File: config.mk
export PLATFORM = sky130hd
export DESIGN_NAME = adma_desc_submitter_flat
export DESIGN_NICKNAME = d
export VERILOG_FILES = /design/src/rtl/adma_desc_submitter_if.sv /design/src/rtl/adma_desc_submitter.sv /design/src/flat_wrapper.sv
export SDC_FILE = /design/constraint.sdc
export NUM_CORES = 1
export LEC_CHECK = 0
export CAP_MARGIN = 20
export CORE_UTILIZATION = 30
export DETAILED_ROUTE_END_ITERATION = 10
export GPL_TIMING_DRIVEN = 1
export PLACE_DENSITY = 0.55
export SYNTH_ARGS = -nofsm -noshare
export SYNTH_HDL_FRONTEND = slang
export SYNTH_SLANG_ARGS = --single-unit
File: constraint.sdc
create_clock -name aclk -period 4.7 [get_ports aclk]
set_clock_uncertainty 0.15 [all_clocks]
set_input_delay 0.94 -clock aclk [delete_from_list [all_inputs] [get_ports aclk]]
set_output_delay 0.94 -clock aclk [all_outputs]
set_load 0.1 [all_outputs]
File: src/rtl/adma_desc_submitter_if.sv
// Bundle of the descriptor request port and the AXI4 write-only master channels.
// No logic; all timing lives in the submitter that uses the master modport.
// Backpressure is plain valid/ready on every channel carried here.
interface adma_desc_submitter_if #(
    parameter int DMA_WR_CHN_NUM = 4,
    parameter int DMA_LENGTH_W   = 16,
    parameter int SRC_ADDR_W     = 32,
    parameter int DST_ADDR_W     = 32,
    parameter int M_DATA_W       = 32,
    parameter int M_ADDR_W       = 32,
    parameter int MST_ID_W       = 5
);
    localparam int CHN_W = (DMA_WR_CHN_NUM > 1) ? $clog2(DMA_WR_CHN_NUM) : 1;

    // descriptor request
    logic                    desc_vld_i;
    logic                    desc_rdy_o;
    logic [CHN_W-1:0]        desc_chn_i;
    logic [SRC_ADDR_W-1:0]   desc_src_addr_i;
    logic [DST_ADDR_W-1:0]   desc_dst_addr_i;
    logic [DMA_LENGTH_W-1:0] desc_xlen_i;
    logic [DMA_LENGTH_W-1:0] desc_ylen_i;
    logic [DMA_LENGTH_W-1:0] desc_src_strd_i;
    logic [DMA_LENGTH_W-1:0] desc_dst_strd_i;

    // AXI4 write address
    logic [MST_ID_W-1:0]     m_awid_o;
    logic [M_ADDR_W-1:0]     m_awaddr_o;
    logic [7:0]              m_awlen_o;
    logic [1:0]              m_awburst_o;
    logic                    m_awvalid_o;
    logic                    m_awready_i;

    // AXI4 write data
    logic [M_DATA_W-1:0]     m_wdata_o;
    logic                    m_wlast_o;
    logic                    m_wvalid_o;
    logic                    m_wready_i;

    // AXI4 write response
    logic [MST_ID_W-1:0]     m_bid_i;
    logic [1:0]              m_bresp_i;
    logic                    m_bvalid_i;
    logic                    m_bready_o;

    // submitter side
    modport master (
        input  desc_vld_i, desc_chn_i, desc_src_addr_i, desc_dst_addr_i,
               desc_xlen_i, desc_ylen_i, desc_src_strd_i, desc_dst_strd_i,
        output desc_rdy_o,
        output m_awid_o, m_awaddr_o, m_awlen_o, m_awburst_o, m_awvalid_o,
        input  m_awready_i,
        output m_wdata_o, m_wlast_o, m_wvalid_o,
        input  m_wready_i,
        input  m_bid_i, m_bresp_i, m_bvalid_i,
        output m_bready_o
    );

    // requester / CSR slave side
    modport slave (
        output desc_vld_i, desc_chn_i, desc_src_addr_i, desc_dst_addr_i,
               desc_xlen_i, desc_ylen_i, desc_src_strd_i, desc_dst_strd_i,
        input  desc_rdy_o,
        input  m_awid_o, m_awaddr_o, m_awlen_o, m_awburst_o, m_awvalid_o,
        output m_awready_i,
        input  m_wdata_o, m_wlast_o, m_wvalid_o,
        output m_wready_i,
        output m_bid_i, m_bresp_i, m_bvalid_i,
        input  m_bready_o
    );
endinterface

File: src/rtl/adma_desc_submitter.sv
// Programs one DMA descriptor (INCR burst to regs 9..14) then rings the channel doorbell.
// Latency: AW, W beats and B each take >=1 cycle; FIN pulses sub_done_o one cycle.
// Backpressure: desc_rdy_o only in IDLE; AXI valids and payload held until ready.
// Option ADMA_DESC_SUB_1D_ONLY_EN: burst writes only regs 9..11 (src, dst, xlen).
module adma_desc_submitter #(
    parameter logic [31:0] DMA_BASE_ADDR   = 32'h8000_0000,
    parameter int          DMA_WR_CHN_NUM  = 4,
    parameter int          DMA_LENGTH_W    = 16,
    parameter int          SRC_ADDR_W      = 32,
    parameter int          DST_ADDR_W      = 32,
    parameter int          M_DATA_W        = 32,
    parameter int          M_ADDR_W        = 32,
    parameter int          MST_ID_W        = 5,
    parameter int          MST_ID          = 0,
    parameter int          REG_ADDR_STRIDE = 1
) (
    input  logic aclk,
    input  logic aresetn,
    adma_desc_submitter_if.master bus,
    output logic sub_busy_o,
    output logic sub_done_o,
    output logic sub_err_o
);
    localparam int CHN_W    = (DMA_WR_CHN_NUM > 1) ? $clog2(DMA_WR_CHN_NUM) : 1;
    localparam int CHN_SPAN = 1 << CHN_W;

`ifdef ADMA_DESC_SUB_1D_ONLY_EN
    localparam logic [2:0] LAST_BEAT = 3'd2;
`else
    localparam logic [2:0] LAST_BEAT = 3'd5;
`endif

    localparam logic [M_ADDR_W-1:0] BASE_A     = M_ADDR_W'(DMA_BASE_ADDR);
    localparam logic [M_ADDR_W-1:0] STRIDE_A   = M_ADDR_W'(REG_ADDR_STRIDE);
    localparam logic [M_ADDR_W-1:0] BELL_OFS_A = M_ADDR_W'(32'h1000);

    // One bit per encodable channel number: set when that channel exists.
    // Avoids a range compare that is constant when the channel count is a power of two.
    function automatic logic [CHN_SPAN-1:0] chn_ok_mask_f();
        logic [CHN_SPAN-1:0] m;
        m = '0;
        for (int i = 0; i < CHN_SPAN; i++) begin
            m[i] = (i < DMA_WR_CHN_NUM);
        end
        return m;
    endfunction

    localparam logic [CHN_SPAN-1:0] CHN_OK = chn_ok_mask_f();

    typedef enum logic [2:0] {
        IDLE = 3'd0,
        D_AW = 3'd1,
        D_W  = 3'd2,
        D_B  = 3'd3,
        K_AW = 3'd4,
        K_W  = 3'd5,
        K_B  = 3'd6,
        FIN  = 3'd7
    } state_e;

    state_e state_q, state_d;
    logic [2:0] beat_q, beat_d;
    logic       err_q, err_d;

    logic [CHN_W-1:0]        chn_q;
    logic [SRC_ADDR_W-1:0]   src_q;
    logic [DST_ADDR_W-1:0]   dst_q;
    logic [DMA_LENGTH_W-1:0] xlen_q;
`ifndef ADMA_DESC_SUB_1D_ONLY_EN
    logic [DMA_LENGTH_W-1:0] ylen_q;
    logic [DMA_LENGTH_W-1:0] sstr_q;
    logic [DMA_LENGTH_W-1:0] dstr_q;
`endif

    logic                accept;
    logic                bresp_bad;
    logic [M_ADDR_W-1:0] chn_ext;
    logic [M_ADDR_W-1:0] desc_addr;
    logic [M_ADDR_W-1:0] bell_addr;
    logic [M_DATA_W-1:0] field_dat;
    logic                unused_bits;

    assign accept    = bus.desc_vld_i && (state_q == IDLE);
    assign bresp_bad = (bus.m_bresp_i != 2'b00);

    // B id carries nothing this single-ID master needs.
`ifdef ADMA_DESC_SUB_1D_ONLY_EN
    assign unused_bits = ^{bus.m_bid_i, bus.desc_ylen_i, bus.desc_src_strd_i, bus.desc_dst_strd_i};
`else
    assign unused_bits = ^bus.m_bid_i;
`endif

    // Descriptor capture on accept; fields stay frozen for the whole submission.
    always_ff @(posedge aclk) begin
        if (!aresetn) begin
            chn_q  <= '0;
            src_q  <= '0;
            dst_q  <= '0;
            xlen_q <= '0;
`ifndef ADMA_DESC_SUB_1D_ONLY_EN
            ylen_q <= '0;
            sstr_q <= '0;
            dstr_q <= '0;
`endif
        end else if (accept) begin
            chn_q  <= bus.desc_chn_i;
            src_q  <= bus.desc_src_addr_i;
            dst_q  <= bus.desc_dst_addr_i;
            xlen_q <= bus.desc_xlen_i;
`ifndef ADMA_DESC_SUB_1D_ONLY_EN
            ylen_q <= bus.desc_ylen_i;
            sstr_q <= bus.desc_src_strd_i;
            dstr_q <= bus.desc_dst_strd_i;
`endif
        end
    end

    // FSM state, beat counter and sticky error flag.
    always_ff @(posedge aclk) begin
        if (!aresetn) begin
            state_q <= IDLE;
            beat_q  <= 3'd0;
            err_q   <= 1'b0;
        end else begin
            state_q <= state_d;
            beat_q  <= beat_d;
            err_q   <= err_d;
        end
    end

    // Next-state logic: descriptor burst, its response, doorbell write, its response, report.
    always_comb begin
        state_d = state_q;
        beat_d  = beat_q;
        err_d   = err_q;
        case (state_q)
            IDLE: begin
                beat_d = 3'd0;
                if (accept) begin
                    // Nonexistent channel: report an error without touching the bus.
                    err_d   = !CHN_OK[bus.desc_chn_i];
                    state_d = CHN_OK[bus.desc_chn_i] ? D_AW : FIN;
                end
            end
            D_AW: begin
                if (bus.m_awready_i) begin
                    state_d = D_W;
                end
            end
            D_W: begin
                if (bus.m_wready_i) begin
                    if (beat_q == LAST_BEAT) begin
                        beat_d  = 3'd0;
                        state_d = D_B;
                    end else begin
                        beat_d = beat_q + 3'd1;
                    end
                end
            end
            D_B: begin
                if (bus.m_bvalid_i) begin
                    // A rejected descriptor must not be kicked off.
                    if (bresp_bad) begin
                        err_d   = 1'b1;
                        state_d = FIN;
                    end else begin
                        state_d = K_AW;
                    end
                end
            end
            K_AW: begin
                if (bus.m_awready_i) begin
                    state_d = K_W;
                end
            end
            K_W: begin
                if (bus.m_wready_i) begin
                    state_d = K_B;
                end
            end
            K_B: begin
                if (bus.m_bvalid_i) begin
                    err_d   = err_q | bresp_bad;
                    state_d = FIN;
                end
            end
            FIN: begin
                state_d = IDLE;
            end
            default: begin
                state_d = IDLE;
            end
        endcase
    end

    // Register addresses for the captured channel.
    always_comb begin
        chn_ext   = M_ADDR_W'(chn_q);
        desc_addr = BASE_A + (chn_ext * M_ADDR_W'(16) + M_ADDR_W'(9)) * STRIDE_A;
        bell_addr = BASE_A + BELL_OFS_A + chn_ext * M_ADDR_W'(16) * STRIDE_A;
    end

    // Beat-to-register mapping: 9 src, 10 dst, 11 xlen, 12 ylen, 13 src stride, 14 dst stride.
    always_comb begin
        field_dat = '0;
        case (beat_q)
            3'd0:    field_dat = M_DATA_W'(src_q);
            3'd1:    field_dat = M_DATA_W'(dst_q);
            3'd2:    field_dat = M_DATA_W'(xlen_q);
`ifndef ADMA_DESC_SUB_1D_ONLY_EN
            3'd3:    field_dat = M_DATA_W'(ylen_q);
            3'd4:    field_dat = M_DATA_W'(sstr_q);
            3'd5:    field_dat = M_DATA_W'(dstr_q);
`endif
            default: field_dat = '0;
        endcase
    end

    // Bus outputs are pure functions of registered state, so they cannot move during a stall.
    always_comb begin
        bus.desc_rdy_o  = (state_q == IDLE);
        bus.m_awid_o    = MST_ID_W'(MST_ID);
        bus.m_awburst_o = 2'b01;
        bus.m_awvalid_o = (state_q == D_AW) || (state_q == K_AW);
        bus.m_awaddr_o  = '0;
        bus.m_awlen_o   = 8'd0;
        bus.m_wvalid_o  = (state_q == D_W) || (state_q == K_W);
        bus.m_wdata_o   = '0;
        bus.m_wlast_o   = 1'b0;
        bus.m_bready_o  = (state_q == D_B) || (state_q == K_B);
        sub_busy_o      = (state_q != IDLE);
        sub_done_o      = (state_q == FIN);
        sub_err_o       = (state_q == FIN) && err_q;
        case (state_q)
            D_AW: begin
                bus.m_awaddr_o = desc_addr;
                bus.m_awlen_o  = 8'(LAST_BEAT);
            end
            D_W: begin
                bus.m_wdata_o = field_dat;
                bus.m_wlast_o = (beat_q == LAST_BEAT);
            end
            K_AW: begin
                bus.m_awaddr_o = bell_addr;
            end
            K_W: begin
                bus.m_wdata_o = M_DATA_W'(1);
                bus.m_wlast_o = 1'b1;
            end
            default: begin
            end
        endcase
    end
endmodule

File: src/flat_wrapper.sv
// flat-port wrapper written by rule: the top's interface ports become plain ports
module adma_desc_submitter_flat 
#(
    parameter logic [31:0] DMA_BASE_ADDR   = 32'h8000_0000,
    parameter int          DMA_WR_CHN_NUM  = 4,
    parameter int          DMA_LENGTH_W    = 16,
    parameter int          SRC_ADDR_W      = 32,
    parameter int          DST_ADDR_W      = 32,
    parameter int          M_DATA_W        = 32,
    parameter int          M_ADDR_W        = 32,
    parameter int          MST_ID_W        = 5,
    parameter int          MST_ID          = 0,
    parameter int          REG_ADDR_STRIDE = 1
)
  (aclk, aresetn, sub_busy_o, sub_done_o, sub_err_o, bus_desc_vld_i, bus_desc_chn_i, bus_desc_src_addr_i, bus_desc_dst_addr_i, bus_desc_xlen_i, bus_desc_ylen_i, bus_desc_src_strd_i, bus_desc_dst_strd_i, bus_desc_rdy_o, bus_m_awid_o, bus_m_awaddr_o, bus_m_awlen_o, bus_m_awburst_o, bus_m_awvalid_o, bus_m_awready_i, bus_m_wdata_o, bus_m_wlast_o, bus_m_wvalid_o, bus_m_wready_i, bus_m_bid_i, bus_m_bresp_i, bus_m_bvalid_i, bus_m_bready_o);
  adma_desc_submitter_if #(.DMA_WR_CHN_NUM(DMA_WR_CHN_NUM), .DMA_LENGTH_W(DMA_LENGTH_W), .SRC_ADDR_W(SRC_ADDR_W), .DST_ADDR_W(DST_ADDR_W), .M_DATA_W(M_DATA_W), .M_ADDR_W(M_ADDR_W), .MST_ID_W(MST_ID_W)) bus_i ();
  input  logic aclk;
  input  logic aresetn;
  output logic sub_busy_o;
  output logic sub_done_o;
  output logic sub_err_o;
  input wire logic [$bits(bus_i.desc_vld_i)-1:0] bus_desc_vld_i;
  input wire logic [$bits(bus_i.desc_chn_i)-1:0] bus_desc_chn_i;
  input wire logic [$bits(bus_i.desc_src_addr_i)-1:0] bus_desc_src_addr_i;
  input wire logic [$bits(bus_i.desc_dst_addr_i)-1:0] bus_desc_dst_addr_i;
  input wire logic [$bits(bus_i.desc_xlen_i)-1:0] bus_desc_xlen_i;
  input wire logic [$bits(bus_i.desc_ylen_i)-1:0] bus_desc_ylen_i;
  input wire logic [$bits(bus_i.desc_src_strd_i)-1:0] bus_desc_src_strd_i;
  input wire logic [$bits(bus_i.desc_dst_strd_i)-1:0] bus_desc_dst_strd_i;
  output wire logic [$bits(bus_i.desc_rdy_o)-1:0] bus_desc_rdy_o;
  output wire logic [$bits(bus_i.m_awid_o)-1:0] bus_m_awid_o;
  output wire logic [$bits(bus_i.m_awaddr_o)-1:0] bus_m_awaddr_o;
  output wire logic [$bits(bus_i.m_awlen_o)-1:0] bus_m_awlen_o;
  output wire logic [$bits(bus_i.m_awburst_o)-1:0] bus_m_awburst_o;
  output wire logic [$bits(bus_i.m_awvalid_o)-1:0] bus_m_awvalid_o;
  input wire logic [$bits(bus_i.m_awready_i)-1:0] bus_m_awready_i;
  output wire logic [$bits(bus_i.m_wdata_o)-1:0] bus_m_wdata_o;
  output wire logic [$bits(bus_i.m_wlast_o)-1:0] bus_m_wlast_o;
  output wire logic [$bits(bus_i.m_wvalid_o)-1:0] bus_m_wvalid_o;
  input wire logic [$bits(bus_i.m_wready_i)-1:0] bus_m_wready_i;
  input wire logic [$bits(bus_i.m_bid_i)-1:0] bus_m_bid_i;
  input wire logic [$bits(bus_i.m_bresp_i)-1:0] bus_m_bresp_i;
  input wire logic [$bits(bus_i.m_bvalid_i)-1:0] bus_m_bvalid_i;
  output wire logic [$bits(bus_i.m_bready_o)-1:0] bus_m_bready_o;
  assign bus_i.desc_vld_i = bus_desc_vld_i;
  assign bus_i.desc_chn_i = bus_desc_chn_i;
  assign bus_i.desc_src_addr_i = bus_desc_src_addr_i;
  assign bus_i.desc_dst_addr_i = bus_desc_dst_addr_i;
  assign bus_i.desc_xlen_i = bus_desc_xlen_i;
  assign bus_i.desc_ylen_i = bus_desc_ylen_i;
  assign bus_i.desc_src_strd_i = bus_desc_src_strd_i;
  assign bus_i.desc_dst_strd_i = bus_desc_dst_strd_i;
  assign bus_desc_rdy_o = bus_i.desc_rdy_o;
  assign bus_m_awid_o = bus_i.m_awid_o;
  assign bus_m_awaddr_o = bus_i.m_awaddr_o;
  assign bus_m_awlen_o = bus_i.m_awlen_o;
  assign bus_m_awburst_o = bus_i.m_awburst_o;
  assign bus_m_awvalid_o = bus_i.m_awvalid_o;
  assign bus_i.m_awready_i = bus_m_awready_i;
  assign bus_m_wdata_o = bus_i.m_wdata_o;
  assign bus_m_wlast_o = bus_i.m_wlast_o;
  assign bus_m_wvalid_o = bus_i.m_wvalid_o;
  assign bus_i.m_wready_i = bus_m_wready_i;
  assign bus_i.m_bid_i = bus_m_bid_i;
  assign bus_i.m_bresp_i = bus_m_bresp_i;
  assign bus_i.m_bvalid_i = bus_m_bvalid_i;
  assign bus_m_bready_o = bus_i.m_bready_o;
  adma_desc_submitter #(.DMA_BASE_ADDR(DMA_BASE_ADDR), .DMA_WR_CHN_NUM(DMA_WR_CHN_NUM), .DMA_LENGTH_W(DMA_LENGTH_W), .SRC_ADDR_W(SRC_ADDR_W), .DST_ADDR_W(DST_ADDR_W), .M_DATA_W(M_DATA_W), .M_ADDR_W(M_ADDR_W), .MST_ID_W(MST_ID_W), .MST_ID(MST_ID), .REG_ADDR_STRIDE(REG_ADDR_STRIDE)) u_core (.aclk(aclk), .aresetn(aresetn), .bus(bus_i), .sub_busy_o(sub_busy_o), .sub_done_o(sub_done_o), .sub_err_o(sub_err_o));
endmodule
==> results of run 1 <==
layout make-up:
type	count	area [um^2]	area share
tap	275	344.1	0.03673
clock inverter	13	170.2	0.01816
antenna	1	2.502	0.0002671
timing repair buffer	195	2265	0.2418
inverter	4	15.01	0.001603
clock buffer	19	442.9	0.04728
sequential	137	2743	0.2928
multi-input combinational	609	3386	0.3614
Yosys cell counts, drive strengths merged (2+ instances only):
master   number  area share
nor2b         4      0.0038
o2bb2ai      12       0.016
a21oi         7      0.0053
inv           4      0.0023
o21ai         7      0.0053
nor2         36       0.020
a222oi       13       0.020
nor3b         4      0.0045
buf          72       0.073
clkbuf       36       0.020
conb          2      0.0011
a31oi         3      0.0028
nand2       272        0.15
nor3          3      0.0038
a22oi        16       0.018
and2          6      0.0057
a22o          4      0.0053
dfxtp       137        0.42
mux2         12       0.020
and3          4      0.0038
nand3         2      0.0015
a221oi        3      0.0040
a21boi      133        0.15
mux2i        16       0.024
worst paths after layout:
kind                                          to  slack, ps  cells past startpoint
setup reg to reg  u_core.dstr_q[11]$_SDFFE_PN0P_       2200                      5
setup / recovery               bus_m_wdata_o[12]        690                      5
hold reg to reg    u_core.dst_q[23]$_SDFFE_PN0P_        300                      2
hold / removal     u_core.dst_q[23]$_SDFFE_PN0P_        300                      2
registers in the layout (all words and copies together), names as in the netlist:
register        count
u_core.dst_q       32
u_core.ylen_q      16
u_core.chn_q        2
u_core.sstr_q      16
u_core.xlen_q      16
u_core.state_q      3
u_core.src_q       32
u_core.dstr_q      16
u_core.beat_q       3
u_core.err_q        1
layer usage:
metal / wire length [um] / vias to the layer above
met5: 0 / -
met4: 170 / 0
met3: 1877 / 10
met2: 8795 / 210
met1: 9228 / 2680
li1: - / 2962
power by group through the flow:
stage	Sequential [uW]	Clock (uW)	Combinational (uW)
floorplan	1370	0	887
global placement	1410	0	1160
finish	1380	1380	1160
detailed placement	1410	0	1170
global route	1400	1470	1260
CTS	1380	1430	1170
cell families (layout without fill, tap and decap cells):
logic type               count (synthesis)  in the layout  synth area share
adder cells (fa/ha/maj)                  1              1          0.001895
AO/OA/AOI/OAI                          202            202            0.2330
buffers and inverters                  112            231           0.09592
multiplexers                            28             28           0.04474
AND/OR/NAND/NOR                        338            338            0.2064
flip-flops                             137            137            0.4155
XOR/XNOR                                 1              1          0.001327
other                                    2             40          0.001138
through the flow:
step / utilization / instance area (um^2)
2_1_floorplan: - / 6749
3_3_place_gp: 0.4112 / 8752
3_5_place_dp: 0.4112 / 8752
4_1_cts: 0.4400 / 9365
5_1_grt: 0.4400 / 9365
6_report: 0.4401 / 9368
critical path: cells and delay by family (launching register included):
kind	cells	cell delay [ps]
compound gates	1	540
flops	1	640
simple gates	2	730
buf+inv	2	570
==> key figures, run 1 <==
Status
  • Outcome: finished clean

Clock network
  • Later-pin clock latency in the skew report: about 420 ps
  • TritonCTS Buffers: 17
  • H-tree lvl count: 4
  • # hold bufs at CTS: 0
  • CTS Root Cell: clkbuf_16
  • Clock sink total: 137
  • Worst-path clk slew: 60 ps
  • Gates resized, CTS repair: 0
  • Post-CTS Setup Inserts: 0
  • CTS tree: done
  • Clock Path Buffers: 2

Drt
  • Vias: 5862
  • DRC errors left: 0
  • Vias per cell: 4.678
  • Drt total wl: 20.07 mm
  • DR pass1 iterations: 8
  • Antenna-violating nets left: 0
  • Wire length per cell: 16.02 um
  • Initial DRC count: 455

Job
  • Max-cap viol count: 0

Timing
  • FMAX: 249.5 MHz
  • TNS Setup: 0 ps
  • Period utilization: 0.8528
  • Finish-stage setup viols: 0
  • Max-slew violations: 0
  • Min Hold Slack: 302.5 ps
  • RSZ-0062 raised after global routing: false
  • Final worst-path setup slack: 692.0 ps
  • Worst slew pin tran: 983.9 ps
  • Min cycle time layout: 4008 ps
  • Final Hold Fails: 0
  • Max-slew headroom: 0.3420

Global routing
  • GRT met2 Usage: 0.2643
  • Largest net degree at the start of global routing: 110
  • Initial antenna violation count: 0
  • Total gr overflow: 0
  • Global-route wire length before repair: 30.53 mm
  • Total GRT Usage: 0.1791
  • M1 GR Usage: 0.2451
  • Number of global-route vias before repair: approximately 5500
  • GRT met3 Usage: 0.06394
  • Busiest grt layer: met2

Synth
  • Dominant synthesized flop cell: dfxtp_1
  • Sequential-to-total area share from yosys stat: 0.4155
  • FF+latch count, synth: about 140
  • Cells after Synth: 821
  • Yosys warnings: 0
  • Post-Syn Area: ~0.0066 mm^2
  • Synth Area per Inst: about 8.0 um^2
  • Synth unique cells: 43
  • Asr flop ratio synth: 0
  • EDFF count, synth: 0

Hold path
  • HP Start: u_core.dst_q[23]$_SDFFE_PN0P_
  • Hold Path Class: reg -> reg

Floorplan
  • Initial Utilization: 0.3101
  • Die H: about 150 um
  • Rows: 53
  • Die Wd: around 150 um
  • I/O Pins: 230
  • DIE AREA: 0.02260 mm^2
  • Core ar.: around 0.021 mm^2

Power and ir drop
  • Seq pwr share: 0.352
  • Peak VDD IR: between 0.2 and 0.25 mV
  • PD cells: ~420 mW/mm^2
  • Leakage: 0.003421 uW
  • Overall power: 3930 uW
  • Clock share of power: 0.352
  • Pint: 2515 uW
  • Combinational share of power: 0.295
  • Psw: 1415 uW
  • Switching share of total power: 0.3601

Worst setup path
  • CP required: approximately 3600 ps
  • R2r startpoint: u_core.state_q[2]$_SDFFE_PN0P_
  • CP startpoint kind: flop
  • WP data arrival: 2920 ps
  • Crit path from: u_core.state_q[1]$_SDFFE_PN0P_
  • Worst-path fanout max: 21
  • Crit-path cells: or3b_1 > a21o_1 > buf_4 > nor2_1 > buf_12
  • CP max stage cell: dfxtp_1
  • Largest stage delay on the critical path: 640 ps
  • Crit Path Category: reg -> out
  • Worst setup EP type: primary output

Placement
  • IO Port Bufs: 185
  • Placed insts: between 1000 and 1500
  • Post-DP HPWL: 13.64 mm
  • Dpl ws: ~1100 ps
  • GP Congestion: 0.8245

Finish
  • Final net count: about 1100
  • Layout cells sized above 1: 0.09826
  • Fill count: about 2100
  • P&R area growth vs syn: 41.93%
  • Most common cell after layout, fill and taps aside: nand2_1
  • Most frequent cells in the layout: nand2_1 (271), clkdlybuf4s50_1 (150), dfxtp_1 (137), a21boi_0 (113), conb_1 (39)
  • Fin cells: 1253
(Power assumes the default switching activity.)
==> inputs of run 2 (changes only) <==
--- a/config.mk
+++ b/config.mk
@@ -8,7 +8,6 @@
 export CAP_MARGIN = 20
 export CORE_UTILIZATION = 30
 export DETAILED_ROUTE_END_ITERATION = 10
-export GPL_TIMING_DRIVEN = 1
 export PLACE_DENSITY = 0.55
 export SYNTH_ARGS = -nofsm -noshare
 export SYNTH_HDL_FRONTEND = slang
==> results of run 2 <==
Final layout, timing and power as in run 1 (identical DEF).
==> inputs of run 3 (changes only) <==
--- a/config.mk
+++ b/config.mk
@@ -8,7 +8,7 @@
 export CAP_MARGIN = 20
 export CORE_UTILIZATION = 30
 export DETAILED_ROUTE_END_ITERATION = 10
-export PLACE_DENSITY = 0.55
+export PLACE_DENSITY = 0.67
 export SYNTH_ARGS = -nofsm -noshare
 export SYNTH_HDL_FRONTEND = slang
 export SYNTH_SLANG_ARGS = --single-unit
==> key figures, run 3 (synthesis results as in run 1) <==
Timing
  • Final worst-path setup slack: 708.8 ps (was 692.0 ps)
  • RSZ-0062 raised after global routing: false (unchanged)
  • FMAX: 250.6 MHz (was 249.5 MHz)
  • Min cycle time layout: 3991 ps (was 4008 ps)
  • Finish-stage setup viols: 0 (unchanged)
  • Final Hold Fails: 0 (unchanged)
  • TNS Setup: 0 ps (unchanged)
  • Max-slew headroom: 0.3474 (was 0.3420)
  • Period utilization: 0.8492 (was 0.8528)
  • Max-slew violations: 0 (unchanged)
  • Worst slew pin tran: 975.9 ps (was 983.9 ps)

Global routing
  • Number of global-route vias before repair: 5525 (was 5549)
  • Total gr overflow: 0 (unchanged)
  • Initial antenna violation count: 2 (was 0)
  • Largest net degree at the start of global routing: 92 (was 110)
  • Total GRT Usage: 0.1754 (was 0.1791)
  • Global-route wire length before repair: 29.88 mm (was 30.53 mm)

Floorplan
  • Die Wd: 150.3 um (unchanged)
  • Core ar.: 0.02129 mm^2 (unchanged)
  • Rows: 53 (unchanged)
  • I/O Pins: 230 (unchanged)
  • Initial Utilization: 0.3101 (unchanged)
  • DIE AREA: 0.02260 mm^2 (unchanged)
  • Die H: 150.3 um (unchanged)

Finish
  • Most common cell after layout, fill and taps aside: nand2_1 (unchanged)
  • Layout cells sized above 1: 0.09806 (was 0.09826)
  • Final net count: 1111 (was 1108)
  • Most frequent cells in the layout: nand2_1 (271), clkdlybuf4s50_1 (150), dfxtp_1 (137), a21boi_0 (113), conb_1 (39) (unchanged)
  • Fin cells: 1256 (was 1253)
  • P&R area growth vs syn: 40.87% (was 41.93%)
  • Post-Route Utilization: 0.4368 (was 0.4401)
  • Top Registers: u_core.dst_q: 32 flops, u_core.src_q: 32 flops (unchanged)

Worst setup path
  • Worst-path fanout max: 20 (was 21)
  • WP data arrival: 2900 ps (was 2920 ps)
  • CP startpoint kind: flop (unchanged)
  • Worst setup EP type: primary output (unchanged)
  • CP required: 3610 ps (about the same)
  • R2R depth: 5 (unchanged)
  • Crit Path Category: reg -> out (unchanged)

Drt
  • Wire length per cell: 15.69 um (was 16.02 um)
  • Vias per cell: 4.697 (was 4.678)
  • DRC errors left: 0 (unchanged)
  • Drt total wl: 19.71 mm (was 20.07 mm)
  • DR pass1 iterations: 7 (was 8)
  • Initial DRC count: 409 (was 455)
  • Vias: 5900 (was 5862)
  • Antenna-violating nets left: 0 (unchanged)

Power and ir drop
  • Clock share of power: 0.340 (was 0.352)
  • Combinational share of power: 0.301 (was 0.295)
  • Pint: 2449 uW (was 2515 uW)
  • Peak VDD IR: 0.2243 mV (was 0.2293 mV)
  • Psw: 1404 uW (was 1415 uW)
  • Seq pwr share: 0.359 (was 0.352)
  • PD cells: 414.4 mW/mm^2 (was 419.6 mW/mm^2)
  • Switching share of total power: 0.3644 (was 0.3601)
  • Leakage: 0.003406 uW (was 0.003421 uW)

Clock network
  • Worst-path clk slew: 60 ps (about the same)
  • Clock sink total: 137 (unchanged)
  • Later-pin clock latency in the skew report: 420 ps (about the same)
  • H-tree lvl count: 4 (unchanged)
  • TritonCTS Buffers: 17 (unchanged)
  • CTS Root Cell: clkbuf_16 (unchanged)
  • Post-CTS Setup Inserts: 0 (unchanged)
  • Clock Path Buffers: 2 (unchanged)
  • CTS tree: done (unchanged)
  • # hold bufs at CTS: 0 (unchanged)
  • Gates resized, CTS repair: 0 (unchanged)

Placement
  • IO Port Bufs: 185 (unchanged)
  • Post-DP HPWL: 13.57 mm (was 13.64 mm)
  • Dpl ws: 1175 ps (was 1146 ps)
  • Placed insts: 1223 (was 1220)
  • GP Congestion: 0.8190 (was 0.8245)

Status
  • Outcome: finished clean (unchanged)

Hold path
  • Hold depth: 2 (unchanged)
  • Hold Path Class: reg -> reg (unchanged)

Job
  • Max-cap viol count: 0 (unchanged)
==> run 3: metrics by stage <==
stage,hold WS (ps),instance area (um^2),power (uW)
after floorplan,284.7,6749,2260
after global placement,291.7,8722,2562
after detailed placement,294.7,8722,2573
after CTS,303.2,9293,3886
after global routing,323.0,9293,4041
final,301.1,9298,3852
==> run 3: layout make-up <==
cell class	instances	area, um^2
repair buffers	198	2237
multi-input cells	609	3383
diodes	2	5.005
fillers	2080	11990
clock buffers	20	446.7
clock inverters	11	123.9
well taps	275	344.1
inverters	4	15.01
flip-flops and latches	137	2743
==> run 3: power groups by stage <==
| stage | logic, uW | clock network, uW | registers (uW) |
|---|---|---|---|
| 6_report | 1160 | 1310 | 1380 |
| 5_1_grt | 1250 | 1390 | 1400 |
| 4_1_cts | 1170 | 1340 | 1380 |
| 3_5_place_dp | 1170 | 0 | 1410 |
| 3_3_place_gp | 1160 | 0 | 1400 |
| 2_1_floorplan | 887 | 0 | 1370 |
==> run 3: path summary, 6_finish.rpt <==
check | start | end | slack [ps]
worst max-delay path | u_core.state_q[1]$_SDFFE_PN0P_ | bus_m_wdata_o[25] | 710
worst min-delay path | u_core.dst_q[27]$_SDFFE_PN0P_ | u_core.dst_q[27]$_SDFFE_PN0P_ | 300
worst max register to register | u_core.state_q[2]$_SDFFE_PN0P_ | u_core.src_q[6]$_SDFFE_PN0P_ | 2230
worst min register to register | u_core.dst_q[27]$_SDFFE_PN0P_ | u_core.dst_q[27]$_SDFFE_PN0P_ | 300
==> run 3: layer usage <==
metal	wire [um]	track usage	up-vias
met1	8603	0.2200	2680
met5	13	0	-
met3	2122	0.07273	26
met4	316	0.06010	2
li1	-	-	2966
met2	8649	0.2691	226
==> run 3: critical path: stages, from the launching register on <==
cell	delay, ps
dfxtp_1	640
or3b_1	500
a21o_1	520
buf_4	360
nor2_1	240
buf_12	210
